`config.mk`:
```
export PLATFORM = sky130hd
export DESIGN_NAME = serial_adder
export DESIGN_NICKNAME = d
export VERILOG_FILES = /design/src/rtl/serial_adder.sv
export SDC_FILE = /design/constraint.sdc
export NUM_CORES = 1
export LEC_CHECK = 0
export CAP_MARGIN = 20
export CORE_MARGIN = 8
export CORE_UTILIZATION = 40
export CTS_CLUSTER_SIZE = 28
export DETAILED_ROUTE_END_ITERATION = 10
export PLACE_DENSITY_LB_ADDON = 0.08
export SLEW_MARGIN = 20
export SYNTH_ARGS = -nofsm -noshare
export SYNTH_HDL_FRONTEND = slang
export SYNTH_SLANG_ARGS = --single-unit
```
`constraint.sdc`:
```
create_clock -name clk -period 3.1 [get_ports clk]
set_input_delay 0.775 -clock clk [delete_from_list [all_inputs] [get_ports clk]]
set_output_delay 0.775 -clock clk [all_outputs]
set_load 0.01 [all_outputs]
```
`src/rtl/serial_adder.sv`:
```
// Multi-cycle two's-complement adder/subtractor: adds SLICE bits per clock through a
// registered carry, with a start/busy/done handshake and held result registers.
module serial_adder #(
    parameter int WIDTH = 8,
    parameter int SLICE = 1
) (
    input  logic             clk,
    input  logic             rst_n,
    input  logic             start,
    input  logic [WIDTH-1:0] A,
    input  logic [WIDTH-1:0] B,
    input  logic             Cin,
    input  logic             Sub,
    output logic [WIDTH-1:0] S,
    output logic             Cout,
    output logic             V,
    output logic             busy,
    output logic             done
);

    localparam int N     = WIDTH / SLICE;
    localparam int CNT_W = (N > 1) ? $clog2(N) : 1;
    localparam logic [CNT_W-1:0] LAST = CNT_W'(N - 1);

    if (WIDTH < 2 || (WIDTH % SLICE) != 0) begin : g_bad_params
        $error("serial_adder: WIDTH must be >= 2 and an integer multiple of SLICE");
    end

    typedef enum logic {
        IDLE = 1'b0,
        RUN  = 1'b1
    } state_t;

    state_t           state_q, state_d;
    logic [CNT_W-1:0] cnt_q, cnt_d;
    logic             carry_q, carry_d;
    logic [WIDTH-1:0] opa_q, opa_d;
    logic [WIDTH-1:0] opb_q, opb_d;
    logic [WIDTH-1:0] psum_q, psum_d;
    logic [WIDTH-1:0] s_q, s_d;
    logic             cout_q, cout_d;
    logic             v_q, v_d;
    logic             done_q, done_d;

    logic [SLICE:0]   slice_full;
    logic [SLICE-1:0] slice_sum;
    logic             slice_cout;
    logic             msb_cin;
    logic [WIDTH-1:0] sum_ext;

    // Carry into the slice MSB is recovered from the MSB sum bit, avoiding a second adder.
    always_comb begin : slice_add
        slice_full = {1'b0, opa_q[SLICE-1:0]} + {1'b0, opb_q[SLICE-1:0]}
                   + {{SLICE{1'b0}}, carry_q};
        slice_sum  = slice_full[SLICE-1:0];
        slice_cout = slice_full[SLICE];
        msb_cin    = slice_sum[SLICE-1] ^ opa_q[SLICE-1] ^ opb_q[SLICE-1];
        sum_ext    = WIDTH'(slice_sum);
    end

    always_comb begin : next_state
        state_d = state_q;
        cnt_d   = cnt_q;
        carry_d = carry_q;
        opa_d   = opa_q;
        opb_d   = opb_q;
        psum_d  = psum_q;
        s_d     = s_q;
        cout_d  = cout_q;
        v_d     = v_q;
        done_d  = 1'b0;
        case (state_q)
            IDLE: begin
                if (start) begin
                    opa_d   = A;
                    opb_d   = Sub ? ~B : B;
                    carry_d = Cin ^ Sub;
                    cnt_d   = '0;
                    state_d = RUN;
                end
            end
            RUN: begin
                opa_d   = opa_q >> SLICE;
                opb_d   = opb_q >> SLICE;
                psum_d  = (psum_q >> SLICE) | (sum_ext << (WIDTH - SLICE));
                carry_d = slice_cout;
                cnt_d   = cnt_q + CNT_W'(1);
                if (cnt_q == LAST) begin
                    s_d     = psum_d;
                    cout_d  = slice_cout;
                    v_d     = msb_cin ^ slice_cout;
                    done_d  = 1'b1;
                    state_d = IDLE;
                end
            end
            default: state_d = IDLE;
        endcase
    end

    always_ff @(posedge clk or negedge rst_n) begin : regs
        if (!rst_n) begin
            state_q <= IDLE;
            cnt_q   <= '0;
            carry_q <= 1'b0;
            opa_q   <= '0;
            opb_q   <= '0;
            psum_q  <= '0;
            s_q     <= '0;
            cout_q  <= 1'b0;
            v_q     <= 1'b0;
            done_q  <= 1'b0;
        end else begin
            state_q <= state_d;
            cnt_q   <= cnt_d;
            carry_q <= carry_d;
            opa_q   <= opa_d;
            opb_q   <= opb_d;
            psum_q  <= psum_d;
            s_q     <= s_d;
            cout_q  <= cout_d;
            v_q     <= v_d;
            done_q  <= done_d;
        end
    end

    assign S    = s_q;
    assign Cout = cout_q;
    assign V    = v_q;
    assign busy = (state_q == RUN);
    assign done = done_q;

endmodule

```
==> impl_results.md, run 1 <==
- Status: finished, final reports clean
- Crit share post-route: 63.44%
- Gp weighted congestion: 0.6623
- Sequential share of power: 41.0%
- Crit-path max FO: 2
- LEAKAGE: 0.001057 µW
- Synth Warn #: 0
- Clock Tree Buf Depth: 2
- CP Class: reg -> out
- Reg2Reg Setup Slack: 1.59 ns
- Post-detailed-route count of antenna-violating nets: 0
- Layout cells sized above 1: 16.28%
- Yosys reg bits: 39
- Cts repair resizes: 0
- Post-synth net total: 163
- Total clock buffers created by CTS: 5
- DPL Wire Length: 2181 µm
- Die area: 6834 µm²
- Clock power share: 20.9%
- IO Count: 33
- Crit path DAT: 1.19 ns
- Port-buffer cells: 32
- Vias: 1,067
- CP Depth: 1
- Synthesis-to-layout area growth: 25.12%
- Critical Path End Type: output port
- Commonest non-fill, non-tap cell in the layout: dfrtp_1
- Final hold vios: 0
- First-pass GRT wire length: 5209 µm
- Layout Nets: 195
- Ranking of synthesized cells by area: dfrtp_1 55%, mux2i_1 10%, mux2_4 5.9%, mux2_2 5.7%, o21ai_0 4.5%
- Largest net degree at the start of global routing: 46
- FP Rows: 24
- Crit path required time: 2.32 ns
- Seq/Total Area, Yosys: 54.89%
- Net Sw Frac: 30.45%
- Number of fill cells: 389
- Final setup viols: 0
- Reg clk slew, reported paths: 0.07 ns
- Int Pwr: 1450 µW
- Postcts setup bufs: 0
- Initial antenna violation count: 0
- Placeable Area: 4324 µm²
- Share of total power in combinational logic: 38.0%
- Worst R2R Path Depth: 4
- Mapped Area: 1778 µm²
- Max-cap violations: 0
- Net switching power: 634.8 µW
- Yosys cell types: 19
- Crit path max-delay family: buffers and inverters
- Largest area contributor in the netlist: dfrtp_1
- Critical path startpoint category: flip-flop
- DR pass1 iterations: 4
- Drt total wl: 3123 µm
- Peak VDD IR: 0.4483 mV
- Initial DRC count: 41
- Final Skew: 0.003551 ns
- GR Util All Layers: 10.17%
- Initial Util: 41.12%
- Worst-Skew Late Latency: 0.29 ns
- CP bufs+invs: 1
- CP peak stage delay: 0.54 ns
- Worst setup margin: 1.133 ns
- Pre-CTS setup slack: 0.9841 ns
- DIE WIDTH: 82.67 µm
- TNS Setup: 0 ns
- Number of remaining DRC errors: 0
- Worst setup path end: S[6]
- Number of global-route vias before repair: 1,102
- Fmax: 508.5 MHz
- Crit path cell chain: clkdlybuf4s50_1
- Die Ht: 82.67 µm
- Dpl cells: 216
- Antenna cells: 0
- Finished Layout Cells: 224
- Slowest cell on the critical path: clkdlybuf4s50_1
- Synth top area share: 54.89%
- TritonCTS clock tree: built
- Worst-Margin Slew: 0.8586 ns
- H-tree levels: 2
- Gate Count Post-Synth: 139
- CTS Sinks: 39
- Avg Cell Area, Syn: 12.79 µm²
- Crit. Startpoint: S[6]$_DFFE_PN0P_
- Unrepaired setup endpoints after global routing: no
- RR Endpoint: S[0]$_DFFE_PN0P_
- Pwr Total: 2085 µW
- Vias per cell: 4.763
- Routed len/inst: 13.94 µm
- Commonest cells after routing, fill and taps aside: 39 x dfrtp_1, 31 x clkdlybuf4s50_1, 18 x mux2i_1
- Worst slew margin: 42.76%
- Grt ovf: 0
- P per Cell Area: 937.1 nW/µm²
- FF-to-FF Start: cnt_q[0]$_DFFE_PN0P_
- Worst min path class: reg -> reg
- Root Buffer: clkbuf_8
- Slew Viols, Final: 0
- Cts hold-fix bufs: 0
- Final worst path period need: 1.967 ns
==> cell usage after synthesis <==
cell type / count
a211oi_1: 1
a22o_1: 2
buf_2: 2
buf_4: 4
buf_6: 2
clkbuf_1: 1
dfrtp_1: 39
fa_1: 1
ha_1: 2
inv_1: 2
mux2_2: 9
mux2_4: 7
mux2i_1: 18
nand2_1: 17
nand2_4: 1
nor2_1: 3
o21ai_0: 16
xnor2_1: 4
xor2_1: 8
==> power groups by stage <==
stage / Sequential (µW) / Combinational, µW / Clock (µW)
after floorplan: 870 / 553 / 0
after global placement: 856 / 783 / 0
after detailed placement: 866 / 809 / 0
after CTS: 858 / 811 / 451
after global routing: 886 / 876 / 476
final: 855 / 793 / 437
==> how the worst min path moves through the flow <==
stage,start,to,slack [ns],cells past startpoint
global route,opa_q[1]$_DFFE_PN0P_,opa_q[0]$_DFFE_PN0P_,0.52,2
CTS,opa_q[6]$_DFFE_PN0P_,opa_q[5]$_DFFE_PN0P_,0.49,2
floorplan,opa_q[4]$_DFFE_PN0P_,opa_q[3]$_DFFE_PN0P_,0.45,2
global placement,opb_q[7]$_DFFE_PN0P_,opb_q[6]$_DFFE_PN0P_,0.47,2
detailed placement,opa_q[6]$_DFFE_PN0P_,opa_q[5]$_DFFE_PN0P_,0.47,2
finish,V$_DFFE_PN0P_,V$_DFFE_PN0P_,0.48,2
==> metal layers <==
layer  share of wire [%]  vias to the layer above  GRT usage [%]  routed length, µm
li1                    -                      531              -                  -
met1                  46                      508          12.16               1443
met5                   0                        -              0                  0
met4                 1.5                        0          4.138                 47
met3                 5.4                        6          3.788                169
met2                  47                       22          16.16               1462
==> state kept, by name, indices dropped and copies added, names as in the netlist <==
| name | flops |
|---|---|
| done | 1 |
| Cout | 1 |
| busy | 1 |
| cnt_q | 3 |
| S | 8 |
| carry_q | 1 |
| V | 1 |
| opa_q | 8 |
| opb_q | 8 |
| psum_q | 7 |
==> worst register-to-register path: stages (launching register included) <==
cell,delay (ns)
dfrtp_1,0.41
ha_1,0.22
ha_1,0.23
nand2_4,0.19
mux2_2,0.36
==> per-stage QoR <==
step	area, µm²	hold slack [ns]	util [%]
finish	2225	0.4822	51.45
global route	2225	0.5214	51.45
CTS	2225	0.4917	51.45
detailed placement	2107	0.4702	48.73
global placement	2107	0.4652	48.73
floorplan	1778	0.4492	-
==> area by class of cell <==
class	count	area [µm²]	area share (%)
Sequential cell	39	975.9	43.87
Multi-Input combinational cell	89	728.2	32.73
Timing Repair Buffer	34	330.3	14.85
Clock buffer	6	82.58	3.712
Tap cell	52	65.06	2.925
Clock inverter	2	35.03	1.575
Inverter	2	7.507	0.3375
==> kinds of logic after synthesis <==
family	synth area share (%)
compound gates	5.912
xor+xnor	5.911
fa+ha+maj	2.533
buf+inv	4.152
flops	54.89
mux	21.75
simple gates	4.856
No activity file was read; power rests on OpenSTA's default activity.
==> inputs of run 2 (changes only) <==
clock period = 1.59 ns   (was 3.1 ns; I/O delays follow)
==> impl_results.md, run 2 (same netlist as run 1, synthesis figures left out) <==
- Final setup viols: 0 (unchanged)
- Crit. Startpoint: opb_q[0]$_DFFE_PN0P_
- Layout cells sized above 1: 18.29% (+2.0 points)
- Commonest non-fill, non-tap cell in the layout: dfrtp_1
- Slowest cell on the critical path: fa_2
- Synthesis-to-layout area growth: 25.83%
- Vias per cell: 4.828 (+1.4%)
- Critical path startpoint category: flip-flop
- Worst R2R Path Depth: 4 (unchanged)
- Worst-Margin Slew: 0.4886 ns (-0.3700 ns)
- Max-cap violations: 0 (unchanged)
- Share of total power in combinational logic: 40.2% (+2.2 points)
- Max Used Layer: met4
- Sequential share of power: 43.2% (+2.2 points)
- FF-to-FF Start: opb_q[0]$_DFFE_PN0P_
- DPL Wire Length: 2221 µm (+1.8%)
- Initial DRC count: 30 (-27%)
- Post-detailed-route count of antenna-violating nets: 0 (unchanged)
- Number of global-route vias before repair: 1,146 (+4.0%)
- Wl on met1: 1340 µm (-7.1%)
- RR Endpoint: V$_DFFE_PN0P_
- Net Sw Frac: 32.07% (+1.6 points)
- Final hold vios: 0 (unchanged)
- Antenna cells: 0 (unchanged)
- Most frequent CP cell: xnor2_1
- Largest net degree at the start of global routing: 46 (unchanged)
- Worst-Skew Late Latency: 0.29 ns (about the same)
- Dpl cells: 218 (+0.93%)
- TritonCTS clock tree: built
- DR pass1 iterations: 3 (-1)
- Initial Util: 41.12% (unchanged)
- Number of fill cells: 407 (+4.6%)
- Sequential Area: 975.9 µm² (unchanged)
- Initial antenna violation count: 0 (unchanged)
- Placeable Area: 4324 µm² (unchanged)
- Final worst path period need: 1.484 ns
- Port-buffer cells: 32 (unchanged)
- CP bufs+invs: 0 (-1)
- CTS Sinks: 39 (unchanged)
- Total clock buffers created by CTS: 5 (unchanged)
- Crit path cell chain: fa_2 -> xnor2_1 -> xnor2_1 -> o21ai_0
- FP Rows: 24 (unchanged)
- Clock Tree Buf Depth: 2 (unchanged)
- Reg2Reg Setup Slack: 0.11 ns (-1.48 ns)
- Crit-path max FO: 3 (+1)
- TNS Setup: 0 ns (unchanged)
- Vias: 1,096 (+2.7%)
- Crit path required time: 1.76 ns (-0.56 ns)
- Die area: 6834 µm² (unchanged)
- CP Class: reg -> reg
- Grt ovf: 0 (unchanged)
- IO Count: 33 (unchanged)
- Critical Path End Type: flip-flop
- LEAKAGE: 0.001135 µW (+7.3%)
- Clock power share: 16.6% (-4.3 points)
- Gp weighted congestion: 0.7017 (+5.9%)
- Crit path max-delay family: adder cells
- Routed len/inst: 13.96 µm (+0.10%)
- Layout Nets: 198 (+1.5%)
- Number of remaining DRC errors: 0 (unchanged)
- H-tree levels: 2 (unchanged)
- Final Skew: 0.006939 ns (+0.003388 ns)
- Status: finished, final reports clean
- P per Cell Area: 1721 nW/µm² (+84%)
- GR Util All Layers: 10.51% (+0.33 points)
- Met2 wire len: 1570 µm (+7.4%)
- Crit path DAT: 1.66 ns (+0.47 ns)
- WL met3: 196 µm (+16%)
- Worst slew margin: 67.43% (+25 points)
- Worst min path class: in -> async
- CP peak stage delay: 0.60 ns (+0.06 ns)
- Multi-input gate area: 730.7 µm² (+0.34%)
- Net switching power: 1235 µW (+94%)
- Slew Viols, Final: 0 (unchanged)
- Die Ht: 82.67 µm (unchanged)
- Crit share post-route: 93.34%
- Int Pwr: 2615 µW (+80%)
- Cts hold-fix bufs: 0 (unchanged)
- Reg clk slew, reported paths: 0.07 ns (about the same)
- Unrepaired setup endpoints after global routing: no
- First-pass GRT wire length: 5416 µm (+4.0%)
- Peak VDD IR: 0.6520 mV (+45%)
- Commonest cells after routing, fill and taps aside: 39 x dfrtp_1, 19 x clkdlybuf4s50_1, 18 x mux2i_1
- Drt total wl: 3168 µm (+1.4%)
- Pwr Total: 3849 µW (+85%)
- Finished Layout Cells: 227 (+1.3%)
- Root Buffer: clkbuf_8
- Fmax: 673.8 MHz
- DIE WIDTH: 82.67 µm (unchanged)
run 2: power groups by stage:
stage	Combinational (µW)	Clock, µW	Sequential (µW)
after floorplan	1080	0	1700
after global placement	1580	0	1670
after detailed placement	1630	0	1700
after CTS	1550	676	1670
after global routing	1730	727	1730
final	1550	637	1660
run 2: area by class of cell:
| type | instances | share of cell area [%] |
|---|---|---|
| Timing Repair Buffer | 37 | 16.72 |
| Clock buffer | 5 | 3.076 |
| Tap cell | 52 | 2.908 |
| Sequential cell | 39 | 43.62 |
| Multi-Input combinational cell | 89 | 32.66 |
| Inverter | 2 | 0.3356 |
| Clock inverter | 3 | 0.6711 |
run 2: worst max path at each step:
stage                                end  slack, ns  depth (start not counted)
floorplan               Cout$_DFFE_PN0P_       0.17                          5
CTS                                 Cout     0.0002                          1
finish                     V$_DFFE_PN0P_       0.11                          4
global route               V$_DFFE_PN0P_      0.006                          4
detailed placement  opb_q[5]$_DFFE_PN0P_       0.05                          5
global placement    opb_q[0]$_DFFE_PN0P_       0.07                          5
run 2: repair_timing:
action | CTS | global route
gates resized for setup | 9 | 4
endpoints found under the setup margin | 9 | 4
buffers inserted | 0 | 1
pin swaps | 0 | 1
run 2: layer usage:
metal	global-route usage (%)	vias up
li1	-	541
met1	12.60	526
met2	15.93	22
met3	4.329	7
met4	5.172	0
met5	0	-
run 2: metrics by stage:
| step | cell area, µm² | worst slack, ns | util (%) | hold slack, ns |
|---|---|---|---|---|
| after CTS | 2220 | 0.0001795 | 51.33 | 0.1644 |
| after global placement | 2147 | 0.07075 | 49.65 | 0.4591 |
| final | 2237 | 0.1059 | 51.74 | 0.1472 |
| after floorplan | 1778 | 0.1675 | - | 0.1019 |
| after global routing | 2237 | 0.005579 | 51.74 | 0.1729 |
| after detailed placement | 2147 | 0.04682 | 49.65 | 0.4702 |
==> inputs of run 3 (changes only) <==
GPL_TIMING_DRIVEN = 0   (was not set)
TNS_END_PERCENT = 100   (was not set)
==> impl_results.md, run 3 (same netlist as run 1, synthesis figures left out) <==
- Unrepaired setup endpoints after global routing: no
- Critical Path End Type: output port
- Net Sw Frac: 30.16% (-1.9 points)
- Layout Nets: 201 (+1.5%)
- Commonest non-fill, non-tap cell in the layout: dfrtp_1
- Vias per cell: 4.848 (+0.41%)
- Port-buffer cells: 30 (-6.3%)
- Die Ht: 82.67 µm (unchanged)
- CP peak stage delay: 0.52 ns (-0.08 ns)
- GR Util All Layers: 10.84% (+0.34 points)
- Int Pwr: 2932 µW (+12%)
- Crit path max-delay family: buffers and inverters
- Status: finished, final reports clean
- IO Count: 33 (unchanged)
- Crit path required time: 1.19 ns (-0.57 ns)
- Layout cells sized above 1: 19.10% (+0.82 points)
- Dpl cells: 222 (+1.8%)
- FP Rows: 24 (unchanged)
- Share of total power in combinational logic: 37.5% (-2.7 points)
- Final setup viols: 0 (unchanged)
- LEAKAGE: 0.001139 µW (+0.34%)
- Worst-Margin Slew: 0.3866 ns (-0.1020 ns)
- Worst setup margin: 0.06315 ns (-0.04276 ns)
- Reg clk slew, reported paths: 0.07 ns (about the same)
- DR pass1 iterations: 6 (+3)
- Root Buffer: clkbuf_8
- Commonest cells after routing, fill and taps aside: 39 x dfrtp_1, 18 x mux2i_1, 18 x clkdlybuf4s50_1
- Pwr Total: 4197 µW (+9.0%)
- Crit path cell chain: clkdlybuf4s50_1
- First-pass GRT wire length: 5561 µm (+2.7%)
- Cts hold-fix bufs: 0 (unchanged)
- Postcts setup bufs: 0 (unchanged)
- Clock Tree Buf Depth: 2 (unchanged)
- Clock power share: 22.9% (+6.3 points)
- TNS Setup: 0 ns (unchanged)
- Final worst path period need: 1.527 ns (+0.04276 ns)
- DPL Wire Length: 2478 µm (+12%)
- Grt ovf: 0 (unchanged)
- Sequential share of power: 39.6% (-3.6 points)
- Die area: 6834 µm² (unchanged)
- Post-detailed-route count of antenna-violating nets: 0 (unchanged)
- Peak VDD IR: 0.8067 mV (+24%)
- Routed len/inst: 14.41 µm (+3.2%)
- CP bufs+invs: 1 (+1)
- Initial DRC count: 40 (+33%)
- Drt total wl: 3314 µm (+4.6%)
- Critical path startpoint category: flip-flop
- Worst-Skew Late Latency: 0.29 ns (about the same)
- Finished Layout Cells: 230 (+1.3%)
- CP Class: reg -> out
- Post-layout util: 52.84% (+1.1 points)
- DIE WIDTH: 82.67 µm (unchanged)
- Worst min path class: in -> async
- Gp weighted congestion: 0.7146 (+1.8%)
- Initial Util: 41.12% (unchanged)
- Crit share post-route: 96.03% (+2.7 points)
- P per Cell Area: 1837 nW/µm² (+6.8%)
- Number of remaining DRC errors: 0 (unchanged)
- Number of global-route vias before repair: 1,194 (+4.2%)
- Worst slew margin: 74.23% (+6.8 points)
- Placeable Area: 4324 µm² (unchanged)
- H-tree levels: 2 (unchanged)
- Net switching power: 1266 µW (+2.5%)
- Max-cap violations: 0 (unchanged)
- CTS Sinks: 39 (unchanged)
- Fmax: 654.9 MHz (-2.8%)
- Crit-path max FO: 1 (-2)
- Slowest cell on the critical path: clkdlybuf4s50_1
- Largest net degree at the start of global routing: 27 (-41%)
- Synthesis-to-layout area growth: 28.50%
- Vias: 1,115 (+1.7%)
- TritonCTS clock tree: built
- Pre-CTS setup slack: 0.09518 ns (+0.04836 ns)
- Antenna cells: 0 (unchanged)
- Final Skew: 0.001710 ns (-0.005229 ns)
- Initial antenna violation count: 0 (unchanged)
- Slew Viols, Final: 0 (unchanged)
- Total clock buffers created by CTS: 5 (unchanged)
- Crit path DAT: 1.13 ns (-0.53 ns)
- Final hold vios: 0 (unchanged)
-- run 3: power groups by stage --
stage	sequential, µW	clock [µW]	combinational [µW]
after floorplan	1700	0	1080
after CTS	1670	988	1610
after detailed placement	1690	0	1690
final	1660	961	1570
after global placement	1670	0	1620
after global routing	1720	1040	1730
-- run 3: final cells by class --
class / instances / area [µm²]
multi-input cells: 89 / 728.2
well taps: 52 / 65.06
clock inverters: 2 / 60.06
plain buffers: 9 / 66.31
repair buffers: 31 / 309.0
clock buffers: 6 / 72.57
flip-flops and latches: 39 / 975.9
fillers: 380 / 2039
inverters: 2 / 7.507
-- run 3: worst reg2reg max path, delay by kind of cell, from the launching register on --
kind	cells	cell delay, ns
DFF	1	0.41
adders and majority gates	1	0.62
xor gates and xnor gates	2	0.28
AOI/OAI and AO/OA	1	0.09
-- run 3: what timing repair did --
action | CTS | global route
hold endpoints to repair | 0 | 0
endpoints found under the setup margin | 9 | 2
gates resized for setup | 9 | 2
-- run 3: layer usage --
metal	track usage (%)	share of wire, %	vias to the layer above
met5	0	0	-
met4	3.621	0.63	0
met3	4.545	7.4	4
met2	17.02	48	32
met1	13.14	44	532
li1	-	-	547
-- run 3: final timing paths --
kind                            slack [ns]                   end           startpoint  cells past startpoint
worst max-delay path                  0.06                  done       done$_DFF_PN0_                      1
worst min-delay path                 0.004  opb_q[0]$_DFFE_PN0P_                rst_n                      1
worst max register to register        0.09         V$_DFFE_PN0P_  carry_q$_DFFE_PN0P_                      4
worst min register to register        0.48         V$_DFFE_PN0P_        V$_DFFE_PN0P_                      2
max in group asynchronous             1.14   carry_q$_DFFE_PN0P_                rst_n                      2
min in group clk                      0.41  opb_q[7]$_DFFE_PN0P_                start                      2
-- run 3: per-stage QoR --
step | area (µm²) | hold slack [ns]
after global placement | 2143 | 0.4637
after CTS | 2280 | 0.004641
final | 2285 | 0.004352
after detailed placement | 2158 | 0.3241
after floorplan | 1778 | 0.1019
after global routing | 2285 | 0.01772
